**config.mk**
```make
export PLATFORM = sky130hd
export DESIGN_NAME = playback_arbiter
export DESIGN_NICKNAME = d
export VERILOG_FILES = /design/src/rtl/mp3_ctrl_pkg.sv /design/src/rtl/ctrl_arbiter.sv /design/src/rtl/playback_arbiter.sv
export SDC_FILE = /design/constraint.sdc
export NUM_CORES = 1
export LEC_CHECK = 0
export BUFFER_PORTS_ARGS = -buffer_cell sky130_fd_sc_hd__buf_2
export CORE_MARGIN = 5
export CORE_UTILIZATION = 40
export DETAILED_ROUTE_END_ITERATION = 10
export HOLD_SLACK_MARGIN = 0.15
export PLACE_DENSITY = 0.7
export SYNTH_ARGS = -nofsm -noshare
export SYNTH_HDL_FRONTEND = slang
export SYNTH_SLANG_ARGS = --single-unit
```
**constraint.sdc**
```tcl
create_clock -name clk -period 3.8 [get_ports clk]
set_clock_uncertainty 0.2 [all_clocks]
set_input_delay 0.57 -clock clk [delete_from_list [all_inputs] [get_ports clk]]
set_output_delay 0.57 -clock clk [all_outputs]
set_load 0.005 [all_outputs]
```
**src/rtl/mp3_ctrl_pkg.sv**
```systemverilog
// mp3_ctrl_pkg
// Shared definitions for the playback control path: command op encodings,
// the playback_arbiter FSM state encoding, and the packing of one
// attenuation byte into the decoder's SCI_VOL word (left and right channels).
package mp3_ctrl_pkg;

  typedef enum logic [2:0] {
    OP_NEXT      = 3'd0,
    OP_PREV      = 3'd1,
    OP_VOL_UP    = 3'd2,
    OP_VOL_DOWN  = 3'd3,
    OP_SET_TRACK = 3'd4,
    OP_SET_VOL   = 3'd5,
    OP_RSVD6     = 3'd6,
    OP_RSVD7     = 3'd7
  } op_e;

  typedef enum logic [1:0] {
    S_IDLE     = 2'd0,
    S_APPLY    = 2'd1,
    S_WAIT_ACK = 2'd2
  } state_e;

  // The same attenuation is applied to both channels.
  function automatic logic [15:0] sci_vol(input logic [7:0] att);
    return {att, att};
  endfunction

endpackage

```
**src/rtl/ctrl_arbiter.sv**
```systemverilog
// ctrl_arbiter
// Two-way priority pick between the button and Bluetooth command sources.
// The ena-preferred source wins a contention unless the other source lost the
// previous contention, in which case that loser wins once.
// Ports:
//   clk, rst        clock; asynchronous active-low reset
//   ena             1 = Bluetooth preferred, 0 = buttons preferred
//   btn_valid       button source has a command
//   bt_valid        Bluetooth source has a command
//   idle            arbiter may grant this cycle (FSM in IDLE)
//   grant_btn       one-hot grant to the button source
//   grant_bt        one-hot grant to the Bluetooth source
module ctrl_arbiter (
  input  logic clk,
  input  logic rst,
  input  logic ena,
  input  logic btn_valid,
  input  logic bt_valid,
  input  logic idle,
  output logic grant_btn,
  output logic grant_bt
);

  // have_loser: at least one contention has happened since reset.
  // lost_bt:    the source that lost the most recent contention.
  logic have_loser;
  logic lost_bt;
  logic pick_bt;
  logic contend;

  assign contend = idle & btn_valid & bt_valid;

  // Under contention the previous loser wins; if that loser was the
  // preferred source this is just normal priority, so the non-preferred
  // source only ever gets one win in a row.
  always_comb begin
    pick_bt = bt_valid;
    if (btn_valid && bt_valid) begin
      pick_bt = have_loser ? lost_bt : ena;
    end
  end

  assign grant_bt  = idle & bt_valid & pick_bt;
  assign grant_btn = idle & btn_valid & ~pick_bt;

  always_ff @(posedge clk or negedge rst) begin
    if (!rst) begin
      have_loser <= 1'b0;
      lost_bt    <= 1'b0;
    end else if (contend) begin
      have_loser <= 1'b1;
      lost_bt    <= ~pick_bt;
    end
  end

endmodule

```
**src/rtl/playback_arbiter.sv**
```systemverilog
// playback_arbiter
// Accepts track/volume commands from the button and Bluetooth sources via
// valid/ready, owns the authoritative track index and SCI_VOL word, and
// announces each applied change to the mp3 decoder with a req/ack handshake
// guarded by a timeout.
// Ports:
//   clk, rst                    clock; asynchronous active-low reset
//   ena                         source priority (1 = Bluetooth preferred)
//   btn_valid/op/arg, btn_ready button command channel
//   bt_valid/op/arg, bt_ready   Bluetooth command channel
//   current                     active track index
//   volume                      SCI_VOL word {att, att}
//   chg_req, chg_track, chg_ack change handshake toward the decoder
//   busy                        FSM not idle
//   err                         sticky ack-timeout flag
module playback_arbiter
  import mp3_ctrl_pkg::*;
#(
  parameter int         NUM_TRACKS  = 8,
  parameter logic [7:0] VOL_STEP    = 8'h10,
  parameter logic [7:0] VOL_DEF_ATT = 8'h20,
  parameter logic [7:0] VOL_MAX_ATT = 8'hF0,
  parameter int         ACK_TIMEOUT = 1_000_000
) (
  input  logic        clk,
  input  logic        rst,
  input  logic        ena,
  input  logic        btn_valid,
  input  logic [2:0]  btn_op,
  input  logic [7:0]  btn_arg,
  output logic        btn_ready,
  input  logic        bt_valid,
  input  logic [2:0]  bt_op,
  input  logic [7:0]  bt_arg,
  output logic        bt_ready,
  output logic [2:0]  current,
  output logic [15:0] volume,
  output logic        chg_req,
  output logic        chg_track,
  input  logic        chg_ack,
  output logic        busy,
  output logic        err
);

  localparam int             TW         = $clog2(ACK_TIMEOUT + 1);
  localparam logic [2:0]     LAST_TRACK = 3'(NUM_TRACKS - 1);
  localparam logic [7:0]     NUM_TR_8   = 8'(NUM_TRACKS);
  localparam logic [TW-1:0]  TIMER_LAST = TW'(ACK_TIMEOUT - 1);

  state_e        state, state_nxt;
  op_e           op_q;
  logic [7:0]    arg_q;
  logic [2:0]    cur_q;
  logic [7:0]    att_q;
  logic          chg_track_q;
  logic          err_q;
  logic [TW-1:0] timer_q;

  logic          grant_btn, grant_bt, take;
  logic [2:0]    track_new;
  logic [7:0]    att_new;
  logic [8:0]    att_sum;
  logic          is_track;
  logic          changed;

  ctrl_arbiter u_arb (
    .clk       (clk),
    .rst       (rst),
    .ena       (ena),
    .btn_valid (btn_valid),
    .bt_valid  (bt_valid),
    .idle      (state == S_IDLE),
    .grant_btn (grant_btn),
    .grant_bt  (grant_bt)
  );

  // Grants are only issued to a valid source, so a grant is a transfer.
  assign btn_ready = grant_btn;
  assign bt_ready  = grant_bt;
  assign take      = grant_btn | grant_bt;

  // New-value computation for the latched command (used in APPLY).
  always_comb begin
    track_new = cur_q;
    att_new   = att_q;
    is_track  = 1'b0;
    // 9-bit sum so VOL_DOWN near the top cannot wrap around to loud.
    att_sum   = {1'b0, att_q} + {1'b0, VOL_STEP};
    case (op_q)
      OP_NEXT: begin
        is_track  = 1'b1;
        track_new = (cur_q == LAST_TRACK) ? 3'd0 : cur_q + 3'd1;
      end
      OP_PREV: begin
        is_track  = 1'b1;
        track_new = (cur_q == 3'd0) ? LAST_TRACK : cur_q - 3'd1;
      end
      OP_SET_TRACK: begin
        is_track = 1'b1;
        if (arg_q < NUM_TR_8) track_new = arg_q[2:0];
      end
      OP_VOL_UP:   att_new = (att_q >= VOL_STEP) ? att_q - VOL_STEP : 8'h00;
      OP_VOL_DOWN: att_new = (att_sum > {1'b0, VOL_MAX_ATT}) ? VOL_MAX_ATT : att_sum[7:0];
      OP_SET_VOL:  att_new = (arg_q > VOL_MAX_ATT) ? VOL_MAX_ATT : arg_q;
      default: ;
    endcase
    changed = (track_new != cur_q) || (att_new != att_q);
  end

  // Next-state logic
  always_comb begin
    state_nxt = state;
    case (state)
      S_IDLE:     if (take) state_nxt = S_APPLY;
      S_APPLY:    state_nxt = changed ? S_WAIT_ACK : S_IDLE;
      S_WAIT_ACK: if (chg_ack || timer_q == TIMER_LAST) state_nxt = S_IDLE;
      default:    state_nxt = S_IDLE;
    endcase
  end

  always_ff @(posedge clk or negedge rst) begin
    if (!rst) state <= S_IDLE;
    else      state <= state_nxt;
  end

  always_ff @(posedge clk or negedge rst) begin
    if (!rst) begin
      op_q        <= OP_NEXT;
      arg_q       <= 8'h00;
      cur_q       <= 3'd0;
      att_q       <= VOL_DEF_ATT;
      chg_track_q <= 1'b0;
      err_q       <= 1'b0;
      timer_q     <= '0;
    end else begin
      // IDLE -> APPLY: capture the granted command
      if (state == S_IDLE && take) begin
        op_q  <= grant_bt ? op_e'(bt_op) : op_e'(btn_op);
        arg_q <= grant_bt ? bt_arg : btn_arg;
      end
      // APPLY -> WAIT_ACK: commit the new value and start the timer
      if (state == S_APPLY && changed) begin
        cur_q       <= track_new;
        att_q       <= att_new;
        chg_track_q <= is_track;
        timer_q     <= '0;
      end
      // WAIT_ACK: count toward timeout; the committed values are kept either way
      if (state == S_WAIT_ACK && !chg_ack) begin
        if (timer_q == TIMER_LAST) err_q   <= 1'b1;
        else                       timer_q <= timer_q + 1'b1;
      end
    end
  end

  assign current   = cur_q;
  assign volume    = sci_vol(att_q);
  assign chg_req   = (state == S_WAIT_ACK);
  assign chg_track = chg_track_q;
  assign busy      = (state != S_IDLE);
  assign err       = err_q;

endmodule

```
==> run_results.csv, run 1 <==
group,metric,value,unit
run_status,outcome,"finished clean",
sta,tns,0,ns
final_layout,multi_input_area,0.00186,mm^2
sta,maxSlewHeadroom,50.0,%
clocking,cts.sinks,48,
floorplan,die_h,100,um
power_and_ir_drop,finalPower,2920,uW
power_and_ir_drop,p_per_area,788,mW/mm^2
floorplan,pin_count,53,
route,vias,3017,
critical_path,cp-end-kind,"register",
grt,grt_max_degree,30,
power_and_ir_drop,internal_power,1560,uW
route,drcViolationCount,0,
synthesis,synthCells,393,
grt,grt_overflow,0,
critical_path,crit_type,"reg2reg",
clocking,cts-root-buf,"clkbuf_8",
final_layout,fin_nets,469,
clocking,cts_tree,"done",
floorplan,core-area,0.00809,mm^2
critical_path,cp-start-kind,"register",
synthesis,synth_edf_count,0,
synthesis,synth_area_per_cell,8.31,um^2
sta,setup_slack,0.392,ns
synthesis,synthesis.area,0.00327,mm^2
route,drt_pass1_iterations,7,
critical_path,crit_arrival,3.41,ns
power_and_ir_drop,power.share.sequential,31.7,%
sta,hold_viol_final,0,
sta,post-route-period-util,89.7,%
critical_path,required,3.80,ns
final_layout,seq_area,0.00120,mm^2
route,final_antenna_net_count,0,
power_and_ir_drop,power_frac_clock,13.7,%
clocking,clockBufferDepth,2,
clocking,clock_latency,0.31,ns
sta,fmax,0.293,GHz
synthesis,synth_cell_types,63,
synthesis,yosys-top-cells-area,"dfrtp_1, o21ai_0, nor2_1, nand2_1, ha_1",
sta,tightest_slew,0.742,ns
power_and_ir_drop,swShare,46.7,%
sta,min_period,3.41,ns
clocking,htreeDepth,2,
final_layout,antennaDiodeCount,0,
grt,grtUsageTotal,16.8,%
synthesis,netlist.top_cell.by_area,"dfrtp_1",
power_and_ir_drop,comb_power_share,54.6,%
critical_path,crit_fanout,13,
clocking,numCtsBuffers,5,
synthesis,synth_flop_cell,"dfrtp_1",
place,post-place-ws,0.390,ns
grt,antenna_found_initial,0,
synthesis,post-synth-top-area-fraction,36.0,%
place,dp_hpwl,6.23,mm
clocking,clk_pin_slew_worst_paths,0.10,ns
route,wl_per_cell,15.5,um
place,port_buffers,52,
synthesis,ys_seq_area_share,36.8,%
synthesis,async_reset_ff_share,100,%
power_and_ir_drop,p_switching,1370,uW
grt,grt_pass1_wl,13.8,mm
floorplan,die_x,100,um
grt,grt_pass1_vias,2798,
power_and_ir_drop,leakagePower,0.00167,uW
route,routed_wl,8.37,mm
run,drv_cap,0,
sta,setup_viol,0,
synthesis,yosysWarnings,0,
route,drt-initial-drc-count,232,
sta,rsz0062_at_grt,"no",
sta,finalMaxSlewViolations,0,
place,globalplace.congestion,0.928,
hold_path,min_path_type,"in2reg",
synthesis,ys_ff_latch,48,
route,drt-vias-per-instance,5.61,
final_layout,area_delta_synth_final,13.7,%
final_layout,fillCellCount,800,
floorplan,rows,33,
synthesis,synth_nets,430,
floorplan,die_area,0.0101,mm^2
floorplan,start_util,40.4,%
final_layout,drive_gt1_share,18.0,%
power_and_ir_drop,ir_drop,310,uV
## path summary, 6_finish.rpt
check | from | endpoint | slack [ns] | cells past startpoint
worst max-delay path | att_q[4]$_DFFE_PN0P_ | att_q[2]$_DFFE_PN0P_ | 0.39 | 10
worst max register to register | att_q[4]$_DFFE_PN0P_ | att_q[2]$_DFFE_PN0P_ | 0.39 | 10
worst min register to register | err$_DFFE_PN0P_ | err$_DFFE_PN0P_ | 0.28 | 1
worst min-delay path | bt_arg[5] | arg_q[5]$_DFFE_PN0P_ | 0.27 | 3
max in group asynchronous | rst | timer_q[9]$_DFF_PN0_ | 2.04 | 3
min in group asynchronous | rst | att_q[4]$_DFFE_PN0P_ | 0.63 | 2
## cells in the final DEF (no fill, tap or decap), types with 5 or more instances in the layout
cell type and n:
buf_2 52, dfrtp_1 47, nor2_1 44, o21ai_0 35, nand2_1 33, a21oi_1 22, nand3_1 22, inv_1 16
mux2i_1 11, nand2b_1 10, nor3_1 9, ha_1 9, buf_4 9, xor2_1 8, a21o_1 7, nor2b_1 6
clkbuf_8 6, and3_1 5, nand4_1 5, a32oi_1 5, a32o_1 5, a211oi_1 5
## metrics by stage
stage	cells	utilization, %	area (um^2)	hold WS [ns]
final	538	45.9	3710	0.269
after global placement	529	44.2	3570	0.239
after CTS	538	45.8	3710	0.268
after global routing	538	45.9	3710	0.270
after detailed placement	529	44.2	3570	0.260
after floorplan	393	-	3270	0.0744
## sequential cells by signal, summed over array words and instances (netlist names)
signal,count
u_arb.have_loser,1
arg_q,8
att_q,8
chg_track,1
current,3
timer_q,20
state,2
u_arb.lost_bt,1
op_q,3
err,1
## synth_stat cells, drive strengths merged (3+ instances only)
master / n
buf: 15
nor2: 44
a32oi: 5
nand2b: 10
nor3: 9
nand2: 33
and3: 5
a21oi: 22
a21o: 7
nor3b: 4
ha: 9
a31oi: 3
xor2: 8
a32o: 5
inv: 16
a211oi: 5
mux2i: 11
nor4: 4
clkbuf: 15
nand4: 5
nand3: 22
o21ai: 35
and2: 3
dfrtp: 47
o21a: 4
nor2b: 6
## area by class of cell
type | count | share of cell area, %
sequential | 48 | 32.4
multi-input combinational | 299 | 50.1
clock buffer | 6 | 2.22
timing repair buffer | 62 | 9.10
tap | 105 | 3.54
inverter | 16 | 1.62
clock inverter | 2 | 1.04
## repair_timing
item	CTS	global route
hold buffers	1	0
endpoints found under the setup margin	0	1
setup buffers	0	0
endpoints found under the hold margin	27	0
resized for setup	0	1
## cells by family after synthesis
kind of cell	Yosys count	share of synthesized area, %
AND/OR/NAND/NOR	156	23.8
buffers and inverters	46	6.63
XOR/XNOR	10	2.68
multiplexers	13	4.06
AO/OA/AOI/OAI	110	22.3
adder cells (fa/ha/maj)	10	3.75
flip-flops	48	36.8
## metal layers
metal	up-vias	GRT usage, %	share of wire, %
met1	1425	21.9	45
met5	-	0	0
met2	87	28.4	49
met3	12	3.41	5.1
met4	0	4.25	1.4
li1	1493	-	-
## power by group through the flow
stage	Sequential, uW	Clock (uW)	Combinational, uW
after floorplan	830	0	1210
after global placement	926	0	1560
after detailed placement	933	0	1570
after CTS	924	405	1580
after global routing	953	426	1780
final	928	400	1600
## critical path: stages, from the launching register on
cell,delay [ns]
dfrtp_1,0.55
inv_1,0.15
ha_1,0.24
nand2b_1,0.13
a211oi_1,0.46
o21ai_0,0.19
a21oi_1,0.21
nor4_2,0.08
a31oi_2,0.42
or3b_1,0.46
a32o_1,0.22
No activity file was read; power rests on OpenSTA's default activity.
==> inputs of run 2 (changes only) <==
--- a/config.mk
+++ b/config.mk
@@ -11,6 +11,7 @@
 export DETAILED_ROUTE_END_ITERATION = 10
 export HOLD_SLACK_MARGIN = 0.15
 export PLACE_DENSITY = 0.7
+export RECOVER_POWER = 50
 export SYNTH_ARGS = -nofsm -noshare
 export SYNTH_HDL_FRONTEND = slang
 export SYNTH_SLANG_ARGS = --single-unit
==> run_results.csv, run 2 (synthesis gave the netlist of run 1 again) <==
group,metric,value,unit
final_layout,fin_nets,469,
clocking,cts.sinks,48,
clocking,clockBufferDepth,2,
floorplan,start_util,40.4,%
sta,finalMaxSlewViolations,30,
final_layout,final_common_cell,"dfrtp_1",
hold_path,hold_start,"bt_arg[5]",
route,drt-vias-per-instance,5.58,
critical_path,slowest_delay,0.69,ns
final_layout,largest_reg_flops,20,
power_and_ir_drop,ir_drop,308,uV
floorplan,die_x,100,um
run_status,outcome,"finished, violations left",
place,port_buffers,52,
critical_path,crit_fanout,12,
route,drt-initial-drc-count,239,
clocking,cts_tree,"done",
route,vias,3002,
sta,hold_viol_final,0,
critical_path,required,3.80,ns
final_layout,area_delta_synth_final,13.0,%
final_layout,regMostFlops,"timer_q",
final_layout,drive_gt1_share,14.5,%
route,final_antenna_net_count,0,
power_and_ir_drop,leakagePower,0.00162,uW
power_and_ir_drop,p_per_area,786,mW/mm^2
hold_path,hold_end,"arg_q[5]$_DFFE_PN0P_",
grt,grt_max_degree,30,
critical_path,setup.worst_path.start,"att_q[5]$_DFFE_PN1P_",
critical_path,ff2ff_path_depth,10,
route,routed_wl,8.35,mm
run,drv_cap,1,
route,drcViolationCount,0,
critical_path,cp_num_buf_inv,1,
sta,min_period,3.44,ns
clocking,cts-root-buf,"clkbuf_8",
critical_path,cp-start-kind,"register",
run_status,violations,"capacitance limit, slew limit",
critical_path,crit_slowest_cell,"dfstp_1",
sta,tns,0,ns
sta,maxSlewHeadroom,-7.35,%
critical_path,crit_type,"reg2reg",
floorplan,die_h,100,um
place,dp_hpwl,6.23,mm
clocking,htreeDepth,2,
critical_path,r2r_slack,0.36,ns
grt,grt_pass1_wl,13.8,mm
clocking,clock_latency,0.30,ns
sta,rsz0062_at_grt,"no",
route,wl_per_cell,15.5,um
sta,setup_viol,0,
hold_path,worstHoldPathCells,3,
sta,hold_ws,0.269,ns
grt,antenna_found_initial,0,
floorplan,core-area,0.00809,mm^2
floorplan,die_area,0.0101,mm^2
hold_path,min_path_type,"in2reg",
critical_path,crit_chain,"inv_1 -> ha_1 -> nand2b_1 -> a211oi_1 -> o221ai_1 -> a21oi_1 -> nor4_2 -> a31oi_2 -> or3b_1 -> a32o_1",
critical_path,reg2reg_to,"att_q[2]$_DFFE_PN0P_",
grt,grtUsageTotal,16.8,%
critical_path,crit_arrival,3.45,ns
clocking,numCtsBuffers,5,
route,drt_pass1_iterations,5,
sta,post-route-period-util,90.7,%
final_layout,antennaDiodeCount,0,
final_layout,layout_common_cells,"dfrtp_1, nor2_1, buf_2, o21ai_0, nand2_1",
sta,tightest_slew,1.61,ns
floorplan,pin_count,53,
place,globalplace.congestion,0.928,
critical_path,timing.rr.start,"att_q[5]$_DFFE_PN1P_",
floorplan,rows,33,
critical_path,critPathTopFamily,"compound AO/OA/AOI/OAI gates",
sta,fmax,0.290,GHz
critical_path,cp-end-kind,"register",
clocking,clk_pin_slew_worst_paths,0.09,ns
final_layout,largest_registers,"timer_q (20), arg_q (8), att_q (8)",
grt,grt_overflow,0,
grt,grt_pass1_vias,2798,
==> run 2: area by class of cell <==
type / count / area, um^2
well taps: 105 / 131
inverters: 16 / 60.1
clock buffers: 6 / 82.6
flip-flops and latches: 48 / 1200
clock inverters: 2 / 38.8
multi-input cells: 299 / 1860
repair buffers: 62 / 315
fillers: 814 / 4400
==> run 2: repair_timing <==
action                     4_1_cts  5_1_grt
hold endpoints to repair        27        0
buffers inserted                 0        0
gates resized for setup          0        1
setup endpoints to repair        0        1
hold buffers                     1        0
==> run 2: worst max path at each step <==
stage               slack, ns               endpoint  cells past startpoint
detailed placement       0.39   timer_q[9]$_DFF_PN0_                     11
global placement         0.45  chg_track$_DFFE_PN0P_                     11
CTS                      0.37   timer_q[9]$_DFF_PN0_                     11
finish                   0.36   att_q[2]$_DFFE_PN0P_                     10
global route             0.08   att_q[2]$_DFFE_PN0P_                     10
floorplan                0.87   timer_q[2]$_DFF_PN0_                     11
==> run 2: power by group <==
| part | internal (uW) | switching, uW | leakage (uW) |
|---|---|---|---|
| registers | 662 | 265 | 0.000617 |
| logic | 660 | 913 | 0.000942 |
| clock network | 215 | 183 | 0.0000614 |
==> run 2: worst register-to-register path: stages (launching register included) <==
cell	delay, ns
dfstp_1	0.69
inv_1	0.14
ha_1	0.35
nand2b_1	0.09
a211oi_1	0.30
o221ai_1	0.17
a21oi_1	0.23
nor4_2	0.08
a31oi_2	0.41
or3b_1	0.47
a32o_1	0.23
==> run 2: metal layers <==
metal  share of wire [%]  track usage, %  vias up
li1                    -               -     1488
met2                  49            28.4       83
met5                   0               0        -
met4                 1.4            4.25        0
met3                 5.4            3.41       11
met1                  44            21.9     1420
==> run 2: metrics by stage <==
| step | setup slack, ns | cell area, um^2 | power, uW | util, % | cells |
|---|---|---|---|---|---|
| floorplan | 0.874 | 3270 | 2040 | - | 393 |
| global placement | 0.451 | 3570 | 2490 | 44.2 | 529 |
| detailed placement | 0.390 | 3570 | 2500 | 44.2 | 529 |
| CTS | 0.369 | 3710 | 2910 | 45.8 | 538 |
| global route | 0.0832 | 3690 | 3140 | 45.6 | 538 |
| finish | 0.355 | 3690 | 2900 | 45.6 | 538 |
==> inputs of run 3 (changes only) <==
--- a/config.mk
+++ b/config.mk
@@ -5,10 +5,13 @@
 export SDC_FILE = /design/constraint.sdc
 export NUM_CORES = 1
 export LEC_CHECK = 0
+export ABC_AREA = 1
 export BUFFER_PORTS_ARGS = -buffer_cell sky130_fd_sc_hd__buf_2
 export CORE_MARGIN = 5
 export CORE_UTILIZATION = 40
+export CTS_CLUSTER_DIAMETER = 150
 export DETAILED_ROUTE_END_ITERATION = 10
+export GPL_ROUTABILITY_DRIVEN = 0
 export HOLD_SLACK_MARGIN = 0.15
 export PLACE_DENSITY = 0.7
 export RECOVER_POWER = 50
==> run_results.csv, run 3 <==
group,metric,value,unit
sta,hold_viol_final,0,
clocking,cts-root-buf,"clkbuf_8",
clocking,postCtsSetupRepairBufs,0,
sta,setup_viol,0,
final_layout,final_common_cell,"nand2_1",
clocking,cts_tree,"done",
critical_path,required,3.81,ns
clocking,clockBufferDepth,2,
final_layout,seq_area,0.00120,mm^2
sta,finalMaxSlewViolations,49,
floorplan,core-area,0.00781,mm^2
final_layout,fillCellCount,833,
critical_path,ff2ff_path_depth,16,
synthesis,yosys-top-cells-count,"nand2_1, nand3_1, inv_1, dfrtp_1, nor2_1",
power_and_ir_drop,swShare,48.3,%
sta,maxSlewHeadroom,-68.7,%
hold_path,worstHoldPathCells,1,
route,vias,3039,
power_and_ir_drop,p_switching,1180,uW
hold_path,min_path_type,"reg2reg",
sta,fmax,0.318,GHz
clocking,cts.sinks,48,
power_and_ir_drop,leakagePower,0.00186,uW
grt,grt_overflow,0,
sta,rsz0062_at_grt,"no",
route,drt-vias-per-instance,4.93,
run_status,violations,"capacitance limit, slew limit",
power_and_ir_drop,comb_power_share,54.0,%
critical_path,crit_type,"reg2reg",
critical_path,reg2reg_to,"att_q[7]$_DFFE_PN0P_",
critical_path,cp-start-kind,"register",
clocking,numCtsBuffers,5,
floorplan,die_x,99.9,um
floorplan,start_util,41.4,%
synthesis,yosysWarnings,0,
final_layout,layout_common_cells,"nand2_1, nand3_1, inv_1, buf_2, dfrtp_1",
clocking,htreeDepth,2,
final_layout,largest_reg_flops,20,
sta,hold_ws,0.294,ns
grt,grt_pass1_vias,2795,
floorplan,rows,32,
grt,antenna_found_initial,0,
synthesis,ys_seq_area_share,37.2,%
clocking,clock_latency,0.30,ns
route,routed_wl,7.34,mm
final_layout,antennaDiodeCount,0,
sta,post-route-period-util,82.8,%
place,port_buffers,52,
synthesis,synth_cell_types,31,
route,wl_per_cell,11.9,um
hold_path,hold_end,"err$_DFFE_PN0P_",
power_and_ir_drop,ir_drop,391,uV
floorplan,pin_count,53,
final_layout,fin_nets,551,
critical_path,crit_arrival,3.16,ns
place,placed_area,0.00351,mm^2
synthesis,synth_flop_cell,"dfrtp_1",
synthesis,post-synth-top-area-fraction,36.4,%
synthesis,netlist.top_cell.by_area,"dfrtp_1",
final_layout,multi_input_area,0.00170,mm^2
route,final_antenna_net_count,0,
clocking,cts_resized,0,
run,drv_cap,1,
synthesis,synth_nets,512,
floorplan,die_h,99.9,um
place,dp_hpwl,5.59,mm
route,drt_pass1_iterations,4,
grt,grtUsageTotal,15.1,%
grt,grt_pass1_wl,12.6,mm
synthesis,synthesis.area,0.00323,mm^2
route,drt-initial-drc-count,177,
final_layout,area_delta_synth_final,10.8,%
final_layout,drive_gt1_share,12.5,%
route,drcViolationCount,0,
power_and_ir_drop,internal_power,1260,uW
synthesis,synth_area_per_cell,6.81,um^2
final_layout,fin_area,0.00358,mm^2
critical_path,r2r_slack,0.65,ns
grt,grt_max_degree,49,
synthesis,synth_edf_count,0,
power_and_ir_drop,p_per_area,679,mW/mm^2
synthesis,synth_most_common_cell,"nand2_1",
power_and_ir_drop,power_frac_clock,12.0,%
floorplan,die_area,0.00998,mm^2
critical_path,cp-end-kind,"register",
sta,tns,0,ns
clocking,hold_buffers,0,
critical_path,crit_fanout,20,
run_status,outcome,"finished, violations left",
final_layout,largest_registers,"timer_q (20), arg_q (8), att_q (8)",
sta,min_period,3.15,ns
critical_path,timing.rr.start,"att_q[4]$_DFFE_PN0P_",
power_and_ir_drop,power.share.sequential,34.0,%
synthesis,async_reset_ff_share,100,%
synthesis,ys_ff_latch,48,
synthesis,synthCells,475,
synthesis,yosys-top-cells-area,"dfrtp_1, nand2_1, nand3_1, inv_1, nor2_1",
hold_path,hold_start,"err$_DFFE_PN0P_",
final_layout,regMostFlops,"timer_q",
sta,tightest_slew,2.53,ns
clocking,clk_pin_slew_worst_paths,0.09,ns
## run 3: changes by cell type after synthesis, sizes merged, moves of 10 or more
cell	before	now
mux2i	11	0
nand3	22	60
nand2b	10	0
nand2	33	145
inv	16	51
## run 3: cells by family after synthesis
logic type	after synthesis	share of synthesized area (%)
and+or+nand+nor	274	35.7
DFF	48	37.2
xor gates and xnor gates	12	3.25
adders and majority gates	9	3.48
AOI/OAI and AO/OA	58	10.3
buffers and inverters	74	10.1
## run 3: routing by layer
layer | part of all wire [%] | wire, um | GRT usage (%)
met5 | 0 | 0 | 0
met4 | 2.2 | 164 | 5.15
met3 | 4.8 | 349 | 2.43
met2 | 42 | 3090 | 23.5
met1 | 51 | 3740 | 21.5
## run 3: final cells by class
cell class	count	share of cell area, %
repair buffers	55	7.75
flip-flops and latches	48	33.5
multi-input cells	353	47.5
well taps	102	3.56
clock buffers	5	1.92
clock inverters	2	0.349
inverters	51	5.34
## run 3: worst max-delay path, cell delays in order (launching register included)
cell and delay, ns:
dfrtp_1 0.54, inv_1 0.20, ha_1 0.37, nand2_1 0.08
nor2_1 0.05, nand3_1 0.13, nand3_1 0.18, nand3_1 0.15
nand2_1 0.06, nand2_1 0.05, nand2_1 0.05, nor2_1 0.11
nand3_1 0.09, nand2_1 0.36, buf_4 0.30, nand2_1 0.07
o21ai_0 0.09
## run 3: stage by stage
| stage | setup slack (ns) | instances | total power [uW] | util, % |
|---|---|---|---|---|
| 3_5_place_dp | 0.663 | 609 | 2140 | 44.9 |
| 3_3_place_gp | 0.841 | 609 | 2120 | 44.9 |
| 6_report | 0.652 | 616 | 2440 | 45.9 |
| 5_1_grt | 0.260 | 616 | 2700 | 45.9 |
| 2_1_floorplan | 1.30 | 475 | 1840 | - |
| 4_1_cts | 0.637 | 616 | 2440 | 46.0 |
## run 3: how the worst max path moves through the flow
stage	from	endpoint	cells past startpoint
after floorplan	att_q[5]$_DFFE_PN1P_	timer_q[5]$_DFF_PN0_	17
after global placement	att_q[4]$_DFFE_PN0P_	att_q[7]$_DFFE_PN0P_	15
after detailed placement	att_q[4]$_DFFE_PN0P_	att_q[7]$_DFFE_PN0P_	15
after CTS	att_q[4]$_DFFE_PN0P_	att_q[7]$_DFFE_PN0P_	15
after global routing	att_q[4]$_DFFE_PN0P_	att_q[7]$_DFFE_PN0P_	16
final	att_q[4]$_DFFE_PN0P_	att_q[7]$_DFFE_PN0P_	16
## run 3: power by group through the flow
stage / sequential, uW / clock [uW] / combinational (uW)
after floorplan: 787 / 0 / 1050
after global placement: 829 / 0 / 1290
after detailed placement: 836 / 0 / 1310
after CTS: 827 / 302 / 1320
after global routing: 857 / 326 / 1520
final: 828 / 293 / 1310
